<file path="config.mk">
export PLATFORM = sky130hd
export DESIGN_NAME = spi_mem_ctrl_flat
export DESIGN_NICKNAME = d
export VERILOG_FILES = /design/src/rtl/spi_mem_ctrl_if.sv /design/src/rtl/spi_mem_ctrl.sv /design/src/flat_wrapper.sv
export SDC_FILE = /design/constraint.sdc
export NUM_CORES = 1
export LEC_CHECK = 0
export CAP_MARGIN = 10
export CORE_MARGIN = 2
export CORE_UTILIZATION = 47
export CTS_CLUSTER_DIAMETER = 120
export CTS_CLUSTER_SIZE = 24
export DETAILED_ROUTE_END_ITERATION = 16
export PLACE_DENSITY_LB_ADDON = 0.12
export SYNTH_ARGS = -nofsm -noshare
export SYNTH_HDL_FRONTEND = slang
export SYNTH_SLANG_ARGS = --single-unit
</file>
<file path="constraint.sdc">
create_clock -name clk -period 2.52 [get_ports clk]
set_input_delay 0.378 -clock clk [delete_from_list [all_inputs] [get_ports clk]]
set_output_delay 0.378 -clock clk [all_outputs]
set_load 0.02 [all_outputs]
</file>
<file path="src/rtl/spi_mem_ctrl_if.sv">
// Bus bundle between the CPU fetch/data ports, spi_mem_ctrl and spi_master.
// The slave modport is the controller's view. The master modport is the
// environment's view: the CPU ports plus the spi_master side.
interface spi_mem_ctrl_if;
  // CPU instruction-fetch port
  logic        i_req;
  logic [24:0] i_addr;
  logic [31:0] i_rdata;
  logic        i_ready;
  logic        i_err;

  // CPU data port
  logic        d_req;
  logic        d_we;
  logic [1:0]  d_size;
  logic [24:0] d_addr;
  logic [31:0] d_wdata;
  logic [31:0] d_rdata;
  logic        d_ready;
  logic        d_err;

  // spi_master control and data
  logic        spi_start;
  logic        spi_stop;
  logic        spi_write_enable;
  logic        spi_is_instr;
  logic        spi_use_flash_chip;
  logic [23:0] spi_addr;
  logic [5:0]  spi_data_len;
  logic [31:0] spi_data_in;
  logic [31:0] spi_data_out;
  logic        spi_done;

  modport slave (
    input  i_req, i_addr, d_req, d_we, d_size, d_addr, d_wdata,
           spi_data_out, spi_done,
    output i_rdata, i_ready, i_err, d_rdata, d_ready, d_err,
           spi_start, spi_stop, spi_write_enable, spi_is_instr,
           spi_use_flash_chip, spi_addr, spi_data_len, spi_data_in
  );

  modport master (
    output i_req, i_addr, d_req, d_we, d_size, d_addr, d_wdata,
           spi_data_out, spi_done,
    input  i_rdata, i_ready, i_err, d_rdata, d_ready, d_err,
           spi_start, spi_stop, spi_write_enable, spi_is_instr,
           spi_use_flash_chip, spi_addr, spi_data_len, spi_data_in
  );
endinterface

</file>
<file path="src/rtl/spi_mem_ctrl.sv">
// spi_mem_ctrl: arbitrates the CPU fetch and data ports onto one spi_master.
// Data requests win over fetches. Bus data is little-endian. The SPI stream
// is MSB-first, so byte 0 of the bus travels first on the wire. A watchdog
// aborts a transfer whose spi_done never arrives.
module spi_mem_ctrl #(
  parameter int RAM_SEL_BIT    = 24,
  parameter int TIMEOUT_CYCLES = 8191
) (
  input  logic           clk,
  input  logic           rst_n,
  spi_mem_ctrl_if.slave  bus
);

  localparam int CNT_W = $clog2(TIMEOUT_CYCLES + 1);
  localparam logic [CNT_W-1:0] CNT_LAST = CNT_W'(TIMEOUT_CYCLES - 1);
  localparam logic [CNT_W-1:0] CNT_ONE  = CNT_W'(1);

  typedef enum logic [2:0] {
    S_IDLE,
    S_START,
    S_WAIT,
    S_STOP,
    S_RESP
  } state_e;

  // Puts bus byte 0 in the top byte so that it is shifted out first.
  function automatic logic [31:0] pack_store(input logic [31:0] w, input logic [1:0] size);
    logic [31:0] r;
    case (size)
      2'd0:    r = {w[7:0], 24'b0};
      2'd1:    r = {w[7:0], w[15:8], 16'b0};
      default: r = {w[7:0], w[15:8], w[23:16], w[31:24]};
    endcase
    return r;
  endfunction

  // Received bytes sit right-aligned in spi_data_out, oldest byte highest.
  function automatic logic [31:0] unpack_load(input logic [31:0] s, input logic [1:0] size);
    logic [31:0] r;
    case (size)
      2'd0:    r = {24'b0, s[7:0]};
      2'd1:    r = {16'b0, s[7:0], s[15:8]};
      default: r = {s[7:0], s[15:8], s[23:16], s[31:24]};
    endcase
    return r;
  endfunction

  function automatic logic [5:0] len_for(input logic [1:0] size);
    logic [5:0] r;
    case (size)
      2'd0:    r = 6'd8;
      2'd1:    r = 6'd16;
      default: r = 6'd32;
    endcase
    return r;
  endfunction

  // Sequencer state
  state_e           state_q, state_d;
  logic [CNT_W-1:0] cnt_q, cnt_d;
  logic             fetch_q, fetch_d;   // 1 = serving the fetch port
  logic [1:0]       size_q, size_d;
  logic             err_q, err_d;
  logic [31:0]      data_q, data_d;     // response word, already converted

  // Fields presented to spi_master, which samples them live
  logic             wen_q, wen_d;
  logic             instr_q, instr_d;
  logic             flash_q, flash_d;
  logic [23:0]      addr_q, addr_d;
  logic [5:0]       len_q, len_d;
  logic [31:0]      din_q, din_d;

  // Per-port read data, held until that port's next response
  logic [31:0]      i_rdata_q, i_rdata_d;
  logic [31:0]      d_rdata_q, d_rdata_d;

  logic             d_to_flash;
  assign d_to_flash = ~bus.d_addr[RAM_SEL_BIT];

  // Next-state and next-field logic for the request sequencer
  always_comb begin
    // NOTE: every variable gets its hold value first, so no path can leave
    // one unassigned and infer a latch; blocking '=' is right in always_comb.
    state_d   = state_q;
    cnt_d     = cnt_q;
    fetch_d   = fetch_q;
    size_d    = size_q;
    err_d     = err_q;
    data_d    = data_q;
    wen_d     = wen_q;
    instr_d   = instr_q;
    flash_d   = flash_q;
    addr_d    = addr_q;
    len_d     = len_q;
    din_d     = din_q;
    i_rdata_d = i_rdata_q;
    d_rdata_d = d_rdata_q;

    case (state_q)
      S_IDLE: begin
        if (bus.d_req) begin
          fetch_d = 1'b0;
          size_d  = bus.d_size;
          err_d   = 1'b0;
          data_d  = '0;
          wen_d   = bus.d_we;
          instr_d = 1'b0;
          flash_d = d_to_flash;
          addr_d  = bus.d_addr[23:0];
          len_d   = len_for(bus.d_size);
          din_d   = bus.d_we ? pack_store(bus.d_wdata, bus.d_size) : '0;
          // Flash is read-only: refuse the store without touching the bus.
          if (bus.d_we && d_to_flash) begin
            err_d   = 1'b1;
            state_d = S_RESP;
          end else begin
            state_d = S_START;
          end
        end else if (bus.i_req) begin
          fetch_d = 1'b1;
          size_d  = 2'd2;
          err_d   = 1'b0;
          data_d  = '0;
          wen_d   = 1'b0;
          instr_d = 1'b1;
          flash_d = ~bus.i_addr[RAM_SEL_BIT];
          addr_d  = bus.i_addr[23:0];
          len_d   = 6'd32;
          din_d   = '0;
          state_d = S_START;
        end
      end

      S_START: begin
        cnt_d   = '0;
        state_d = S_WAIT;
      end

      S_WAIT: begin
        // A completion in the final watchdog cycle still counts as success.
        if (bus.spi_done) begin
          if (fetch_q) begin
            data_d  = unpack_load(bus.spi_data_out, 2'd2);
            state_d = S_STOP;
          end else begin
            if (!wen_q) begin
              data_d = unpack_load(bus.spi_data_out, size_q);
            end
            state_d = S_RESP;
          end
        end else if (cnt_q == CNT_LAST) begin
          err_d   = 1'b1;
          data_d  = '0;
          state_d = S_STOP;
        end else begin
          cnt_d = cnt_q + CNT_ONE;
        end
      end

      S_STOP:  state_d = S_RESP;
      S_RESP:  state_d = S_IDLE;
      default: state_d = S_IDLE;
    endcase

    // Publish the response word as RESP is entered so it is valid with ready.
    if (state_d == S_RESP) begin
      if (fetch_d) begin
        i_rdata_d = data_d;
      end else begin
        d_rdata_d = data_d;
      end
    end
  end

  // State and field registers
  always_ff @(posedge clk) begin
    // NOTE: reset is synchronous; spi_master shares rst_n, so a reset here
    // abandons any transfer on both sides in the same cycle.
    if (!rst_n) begin
      state_q   <= S_IDLE;
      cnt_q     <= '0;
      fetch_q   <= 1'b0;
      size_q    <= 2'd0;
      err_q     <= 1'b0;
      data_q    <= '0;
      wen_q     <= 1'b0;
      instr_q   <= 1'b0;
      flash_q   <= 1'b0;
      addr_q    <= '0;
      len_q     <= '0;
      din_q     <= '0;
      i_rdata_q <= '0;
      d_rdata_q <= '0;
    end else begin
      state_q   <= state_d;
      cnt_q     <= cnt_d;
      fetch_q   <= fetch_d;
      size_q    <= size_d;
      err_q     <= err_d;
      data_q    <= data_d;
      wen_q     <= wen_d;
      instr_q   <= instr_d;
      flash_q   <= flash_d;
      addr_q    <= addr_d;
      len_q     <= len_d;
      din_q     <= din_d;
      i_rdata_q <= i_rdata_d;
      d_rdata_q <= d_rdata_d;
    end
  end

  // Strobes decode straight from the registered state, so they are glitch-free
  // one-cycle pulses and START/STOP can never overlap.
  assign bus.spi_start          = (state_q == S_START);
  assign bus.spi_stop           = (state_q == S_STOP);
  assign bus.spi_write_enable   = wen_q;
  assign bus.spi_is_instr       = instr_q;
  assign bus.spi_use_flash_chip = flash_q;
  assign bus.spi_addr           = addr_q;
  assign bus.spi_data_len       = len_q;
  assign bus.spi_data_in        = din_q;

  assign bus.i_ready = (state_q == S_RESP) &&  fetch_q;
  assign bus.d_ready = (state_q == S_RESP) && !fetch_q;
  assign bus.i_err   = bus.i_ready && err_q;
  assign bus.d_err   = bus.d_ready && err_q;
  assign bus.i_rdata = i_rdata_q;
  assign bus.d_rdata = d_rdata_q;

endmodule

</file>
<file path="src/flat_wrapper.sv">
// flat-port wrapper written by rule: the top's interface ports become plain ports
module spi_mem_ctrl_flat 
#(
  parameter int RAM_SEL_BIT    = 24,
  parameter int TIMEOUT_CYCLES = 8191
)
  (clk, rst_n, bus_i_req, bus_i_addr, bus_d_req, bus_d_we, bus_d_size, bus_d_addr, bus_d_wdata, bus_spi_data_out, bus_spi_done, bus_i_rdata, bus_i_ready, bus_i_err, bus_d_rdata, bus_d_ready, bus_d_err, bus_spi_start, bus_spi_stop, bus_spi_write_enable, bus_spi_is_instr, bus_spi_use_flash_chip, bus_spi_addr, bus_spi_data_len, bus_spi_data_in);
  spi_mem_ctrl_if bus_i ();
  input  logic clk;
  input  logic rst_n;
  input wire logic [$bits(bus_i.i_req)-1:0] bus_i_req;
  input wire logic [$bits(bus_i.i_addr)-1:0] bus_i_addr;
  input wire logic [$bits(bus_i.d_req)-1:0] bus_d_req;
  input wire logic [$bits(bus_i.d_we)-1:0] bus_d_we;
  input wire logic [$bits(bus_i.d_size)-1:0] bus_d_size;
  input wire logic [$bits(bus_i.d_addr)-1:0] bus_d_addr;
  input wire logic [$bits(bus_i.d_wdata)-1:0] bus_d_wdata;
  input wire logic [$bits(bus_i.spi_data_out)-1:0] bus_spi_data_out;
  input wire logic [$bits(bus_i.spi_done)-1:0] bus_spi_done;
  output wire logic [$bits(bus_i.i_rdata)-1:0] bus_i_rdata;
  output wire logic [$bits(bus_i.i_ready)-1:0] bus_i_ready;
  output wire logic [$bits(bus_i.i_err)-1:0] bus_i_err;
  output wire logic [$bits(bus_i.d_rdata)-1:0] bus_d_rdata;
  output wire logic [$bits(bus_i.d_ready)-1:0] bus_d_ready;
  output wire logic [$bits(bus_i.d_err)-1:0] bus_d_err;
  output wire logic [$bits(bus_i.spi_start)-1:0] bus_spi_start;
  output wire logic [$bits(bus_i.spi_stop)-1:0] bus_spi_stop;
  output wire logic [$bits(bus_i.spi_write_enable)-1:0] bus_spi_write_enable;
  output wire logic [$bits(bus_i.spi_is_instr)-1:0] bus_spi_is_instr;
  output wire logic [$bits(bus_i.spi_use_flash_chip)-1:0] bus_spi_use_flash_chip;
  output wire logic [$bits(bus_i.spi_addr)-1:0] bus_spi_addr;
  output wire logic [$bits(bus_i.spi_data_len)-1:0] bus_spi_data_len;
  output wire logic [$bits(bus_i.spi_data_in)-1:0] bus_spi_data_in;
  assign bus_i.i_req = bus_i_req;
  assign bus_i.i_addr = bus_i_addr;
  assign bus_i.d_req = bus_d_req;
  assign bus_i.d_we = bus_d_we;
  assign bus_i.d_size = bus_d_size;
  assign bus_i.d_addr = bus_d_addr;
  assign bus_i.d_wdata = bus_d_wdata;
  assign bus_i.spi_data_out = bus_spi_data_out;
  assign bus_i.spi_done = bus_spi_done;
  assign bus_i_rdata = bus_i.i_rdata;
  assign bus_i_ready = bus_i.i_ready;
  assign bus_i_err = bus_i.i_err;
  assign bus_d_rdata = bus_i.d_rdata;
  assign bus_d_ready = bus_i.d_ready;
  assign bus_d_err = bus_i.d_err;
  assign bus_spi_start = bus_i.spi_start;
  assign bus_spi_stop = bus_i.spi_stop;
  assign bus_spi_write_enable = bus_i.spi_write_enable;
  assign bus_spi_is_instr = bus_i.spi_is_instr;
  assign bus_spi_use_flash_chip = bus_i.spi_use_flash_chip;
  assign bus_spi_addr = bus_i.spi_addr;
  assign bus_spi_data_len = bus_i.spi_data_len;
  assign bus_spi_data_in = bus_i.spi_data_in;
  spi_mem_ctrl #(.RAM_SEL_BIT(RAM_SEL_BIT), .TIMEOUT_CYCLES(TIMEOUT_CYCLES)) u_core (.clk(clk), .rst_n(rst_n), .bus(bus_i));
endmodule
</file>
==> impl_metrics.py <==
metrics = {
    "outcome": {
        "status": "complete, no violations",
    },
    "die": {
        "die_height_um": 134,
        "start_util": 0.481,
        "io_pins": 257,
        "coreArea_um2": 16600,
        "row_count": 47,
        "dieArea_um2": 18000,
        "die_w_um": 134,
    },
    "synthesis": {
        "synth-seq-cells": 178,
        "synth_edf_count": 0,
        "synthTopCellsByArea": "dfxtp_1 45%, o21ai_0 6.6%, nor2_1 4.9%, a21oi_1 4.1%, mux2i_1 3.0%",
        "yosysWarnings": 0,
        "syn_area_per_cell_um2": 8.77,
        "synth_cells": 910,
        "yosysTopAreaCell": "dfxtp_1",
        "ys.flop_type": "dfxtp_1",
        "yosysTopAreaCellShare": 0.447,
        "syn-cell-area_um2": 7980,
        "synth_cell_types": 63,
        "ys_seq_area_frac": 0.447,
        "synthArstFlopShare": 0,
    },
    "hold_path": {
        "min_delay_worst_endpoint": "u_core.bus.spi_data_len[5]",
        "holdPathStages": 1,
        "min_path_type": "register to register",
        "min_from": "u_core.bus.spi_data_len[5]",
    },
    "clock_network": {
        "clk_latency_ns": 0.43,
        "cts_buffers": 17,
        "cts_resized": 0,
        "clk_pin_slew_worst_paths_ns": 0.07,
        "clock_path_buffers": 2,
        "cts_sinks": 178,
        "cts_tree": "done",
        "post_cts_buffers": 0,
        "h-tree-depth": 4,
        "cts-hold-fix-buffers": 0,
        "cts_root_buf": "clkbuf_16",
    },
    "grt": {
        "gr-total-overflow": 0,
        "grt_max_degree": 52,
        "grt_pass1_vias": 7397,
        "grt_first_pass_wirelength_mm": 39.0,
        "antenna_found_initial": 0,
        "grt_usage": 0.270,
    },
    "sta": {
        "skew_ns": 0.0151,
        "clock.fmax_mhz": 423,
        "fin_crit_ns": 2.36,
        "timing.hold.ws_ns": 0.471,
        "fin_crit_sh": 0.938,
        "rsz0062_at_grt": "false",
        "drv_slew": 0,
        "max-slew-margin-rel": 0.263,
        "hold_violations": 0,
        "setup_viol": 0,
        "tightest_slew_ns": 1.10,
        "fin_setup_tns_ns": 0,
    },
    "setup_path": {
        "crit_arrival_ns": 1.99,
        "crit_type": "register to primary output",
        "reg2reg_depth": 6,
        "cp-end-kind": "primary output",
        "reg2reg_setup_slack_ns": 0.20,
        "cp.required_ns": 2.14,
        "cp-start-kind": "register",
        "r2r_start": "u_core.bus.spi_write_enable",
        "crit_path_max_fanout": 7,
        "reg2reg_to": "u_core.bus.i_rdata[10]",
    },
    "power": {
        "power_density_nw_per_um2": 680,
        "p_leak_uw": 0.00416,
        "irDropWorstVdd_v": 0.000508,
    },
    "place": {
        "io_buffers": 253,
        "dp_hpwl_mm": 17.5,
        "place_inst": 1343,
        "place_congestion": 0.872,
    },
    "layout": {
        "final_common_cell": "clkdlybuf4s50_1",
        "area_growth_syn_to_layout_pct": 43.7,
        "fin_nets": 1266,
        "regArea_um2": 3560,
        "final.fill_count": 1374,
        "drive_gt1_frac": 0.105,
        "mostFrequentLayoutCells": "250 x clkdlybuf4s50_1, 177 x dfxtp_1, 106 x o21ai_0",
        "multi_input_area_um2": 4000,
        "diodes": 0,
        "fin_cells": 1375,
    },
    "route": {
        "route.detailed.drc": 0,
        "vias_per_cell": 5.64,
        "vias": 7750,
        "wl_per_cell_um": 18.0,
        "routed_wl_mm": 24.7,
        "initialDrtViolationCount": 492,
        "postRouteAntennaNets": 0,
        "first_pass_iters": 5,
    },
    "run": {
        "max_cap_violations": 0,
    },
}
==> synthesized netlist by cell type, types with 6 or more instances <==
master and number:
a221oi_1 15, xnor2_1 9, and2_1 20, a211oi_1 26
nor2b_1 12, a2111o_1 6, o211ai_1 9, nor2_1 104
a21oi_1 66, clkbuf_1 57, o21ba_2 16, a31oi_1 30
a22oi_1 32, nand2_1 36, o2111a_1 6, dfxtp_1 178
mux2_2 8, a221oi_2 8, nor3_1 7, mux2i_1 24
inv_1 26, o2111ai_1 9, buf_2 17, nor4bb_1 8
o21ai_0 106
==> per-layer routing <==
layer | global-route usage | up-vias | share of wire
met5 | 0 | - | 0
met4 | 0.0936 | 0 | 0.016
met3 | 0.0756 | 31 | 0.078
met2 | 0.457 | 299 | 0.50
met1 | 0.331 | 3652 | 0.41
li1 | - | 3768 | -
==> sequential cells by signal, summed over array words and instances, names as in the netlist, 2 cells and up <==
signal / flops
u_core.cnt_q: 13
u_core.data_q: 32
u_core.bus.spi_data_in: 32
u_core.bus.spi_data_len: 3
u_core.bus.i_rdata: 32
u_core.bus.spi_addr: 24
u_core.state_q: 3
u_core.bus.d_rdata: 32
u_core.size_q: 2
==> report_power, final <==
part	switching (uW)	internal (uW)	leakage (uW)
registers	136	3030	0.00145
logic	1070	879	0.00242
clock network	1170	1510	0.000292
==> logic make-up after synthesis <==
group | Yosys count | share of synthesized area
AO/OA/AOI/OAI | 350 | 0.297
buffers and inverters | 111 | 0.0582
XOR/XNOR | 10 | 0.0110
multiplexers | 32 | 0.0414
other | 1 | 0.000470
AND/OR/NAND/NOR | 226 | 0.142
flip-flops | 178 | 0.447
adder cells (fa/ha/maj) | 2 | 0.00314
==> through the flow <==
stage,total power (uW),util,cell area [um^2],setup slack [ns]
floorplan,4240,-,7990,0.597
global placement,5150,0.656,10900,0.159
detailed placement,5170,0.656,10900,0.0951
CTS,7850,0.691,11500,0.000608
global route,8120,0.692,11500,0.0652
finish,7800,0.692,11500,0.157
==> how the worst max path moves through the flow <==
stage	startpoint	to	slack (ns)	cells past startpoint
after floorplan	u_core.bus.spi_write_enable	u_core.bus.d_rdata[10]	0.60	6
after global routing	u_core.bus.spi_write_enable	u_core.bus.i_rdata[10]	0.07	6
final	u_core.state_q[1]	bus_i_err	0.16	5
after detailed placement	bus_spi_done	u_core.bus.i_rdata[5]	0.1	8
after CTS	u_core.state_q[0]	bus_spi_start	0.0006	3
after global placement	bus_spi_done	u_core.bus.d_rdata[8]	0.16	7
==> layout make-up <==
type	count	share of cell area
multi-input cells	623	0.348
clock inverters	13	0.0130
inverters	27	0.00884
clock buffers	19	0.0386
repair buffers	295	0.256
well taps	220	0.0240
flip-flops and latches	178	0.311
==> critical path, stage by stage (launching register included) <==
cell             delay [ns]
dfxtp_1                0.33
buf_4                  0.17
nor2_1                 0.12
and3_1                 0.18
and2_1                 0.13
clkdlybuf4s50_1        0.63
Note: power is estimated with default switching activity, not from simulation.
==> variant, RTL diff (config.mk and constraints unchanged) <==
One comparison of `cnt_q` changes from == to >=.
--- a/src/rtl/spi_mem_ctrl.sv
+++ b/src/rtl/spi_mem_ctrl.sv
@@ -151,3 +151,3 @@
           end
-        end else if (cnt_q == CNT_LAST) begin
+        end else if (cnt_q >= CNT_LAST) begin
           err_d   = 1'b1;
Function: no difference found for any inputs over 4 cycles, from zero or initial values and one cycle with rst_n low; that may be too few to reach the edited logic, so the function may still have changed.
==> variant against the unedited design <==
Clock power increased by 3%. First-iteration DRC count fell by 14%. Total power decreased by 5.8%. Area after synthesis decreased by 4.2%. Worst setup slack lost 0.061 ns. Maximum frequency is 2.5% lower. Sequential cell count unchanged. Via count decreased by 6.0%. Routed wire length is 8.7% lower. Final area shrank 3.6%. Critical path depth fell by 2. Global-route usage fell by 1.5 points. Die area is 4.1% lower. Hold slack worse by 0.16 ns. Critical endpoint unchanged.
==> variant: results (changes against the unedited design) <==
<table>
<tr><th>Metric</th><th>Value</th></tr>
<tr><th colspan="2">Global routing</th></tr>
<tr><td>Wire length of the first global-routing pass</td><td>35,700 um (was 39,000 um)</td></tr>
<tr><td>GR Util All Layers</td><td>25.5% (was 27.0%)</td></tr>
<tr><th colspan="2">Setup path</th></tr>
<tr><td>Cell depth of the worst flop-to-flop path</td><td>5 (was 6)</td></tr>
<tr><td>Worst R2R End</td><td>u_core.bus.d_rdata[5] (was u_core.bus.i_rdata[10])</td></tr>
<tr><td>Flop-to-flop setup slack</td><td>0.32 ns (was 0.20 ns)</td></tr>
<tr><td>Worst flop-to-flop path startpoint</td><td>u_core.state_q[1] (was u_core.bus.spi_write_enable)</td></tr>
<tr><td>Critical path fanouts, max</td><td>12 (was 7)</td></tr>
<tr><th colspan="2">Finish</th></tr>
<tr><td>Area growth from synthesis to layout</td><td>44.5% (was 43.7%)</td></tr>
<tr><td>Number of nets in the layout</td><td>1,214 (was 1,266)</td></tr>
<tr><td>Fraction of final layout cells sized beyond drive strength 1</td><td>7.34% (was 10.5%)</td></tr>
<tr><td>Clock buffer cells</td><td>18 (was 19)</td></tr>
<tr><th colspan="2">Hold path</th></tr>
<tr><td>Kind of path behind the tightest hold check</td><td>in -&gt; reg (was reg -&gt; reg)</td></tr>
<tr><td>Min-Delay Startpoint</td><td>rst_n (was u_core.bus.spi_data_len[5])</td></tr>
<tr><th colspan="2">Place</th></tr>
<tr><td>Cell area reported after detailed placement</td><td>0.0104 sq mm (was 0.0109 sq mm)</td></tr>
<tr><td>DP HPWL</td><td>15,900 um (was 17,500 um)</td></tr>
<tr><th colspan="2">Synthesis</th></tr>
<tr><td>Count of cell types in the netlist</td><td>57 (was 63)</td></tr>
<tr><td>Seq/Total Area, Yosys</td><td>46.6% (was 44.7%)</td></tr>
<tr><td>Synthesized cell area</td><td>0.00765 sq mm (was 0.00798 sq mm)</td></tr>
<tr><td>Mean area per synthesized cell</td><td>8.84 sq um (was 8.77 sq um)</td></tr>
<tr><th colspan="2">Power and ir drop</th></tr>
<tr><td>Seq pwr</td><td>3.07 mW (was 3.17 mW)</td></tr>
<tr><td>Maximum resistive drop on vdd</td><td>0.494 mV (was 0.508 mV)</td></tr>
<tr><td>Leakage power total</td><td>4.13 nW (was 4.16 nW)</td></tr>
<tr><th colspan="2">STA</th></tr>
<tr><td>Worst hold margin</td><td>0.314 ns (was 0.471 ns)</td></tr>
<tr><th colspan="2">Status</th></tr>
<tr><td>Run status</td><td>finished clean (unchanged)</td></tr>
<tr><th colspan="2">Clocking</th></tr>
<tr><td>Cts repair resizes</td><td>3 (was 0)</td></tr>
</table>
==> variant: changes by cell type in the layout (fill, tap and decap cells not counted), moves of 11 or more <==
cell,delta
sky130_fd_sc_hd__a221oi_1,-15
sky130_fd_sc_hd__nor2_1,+17
sky130_fd_sc_hd__and3_1,+11
sky130_fd_sc_hd__buf_4,-13
sky130_fd_sc_hd__a22o_1,+32
sky130_fd_sc_hd__o21ba_2,-16
sky130_fd_sc_hd__a31oi_1,-26
sky130_fd_sc_hd__nand2b_1,+11
sky130_fd_sc_hd__inv_1,-22
sky130_fd_sc_hd__nand3_1,+67
sky130_fd_sc_hd__o21ai_0,-63
sky130_fd_sc_hd__mux2i_1,+24
sky130_fd_sc_hd__a21oi_1,-27
==> variant: through the flow <==
step | setup WS (ns) | total power, mW
6_report | 0.0951 | 7.35
5_1_grt | 0.0404 | 7.63
3_5_place_dp | 0.155 | 4.63
4_1_cts | 0.0840 | 7.38
3_3_place_gp | 0.176 | 4.62
2_1_floorplan | 0.430 | 3.93
==> variant: kinds of logic (layout without fill, tap and decap cells) <==
family          after synthesis  count (layout)  synth area share, %
compound gates              232             232                 20.8
xor+xnor                      9               9                 1.03
flops                       178             178                 46.6
fa+ha+maj                     2               2                0.327
simple gates                313             313                 20.1
buf+inv                      82             318                 4.81
other cells                   1               3               0.0490
mux                          48              48                 6.28
==> variant: per-layer routing <==
layer | wire length [um] | vias to the layer above | GRT usage [%] | share of wire (%)
met2 | 10600 | 283 | 41.2 | 47
met4 | 524 | 0 | 9.36 | 2.3
met5 | 0 | - | 0 | 0
li1 | - | 3570 | - | -
met3 | 1890 | 32 | 8.41 | 8.4
met1 | 9540 | 3402 | 31.8 | 42
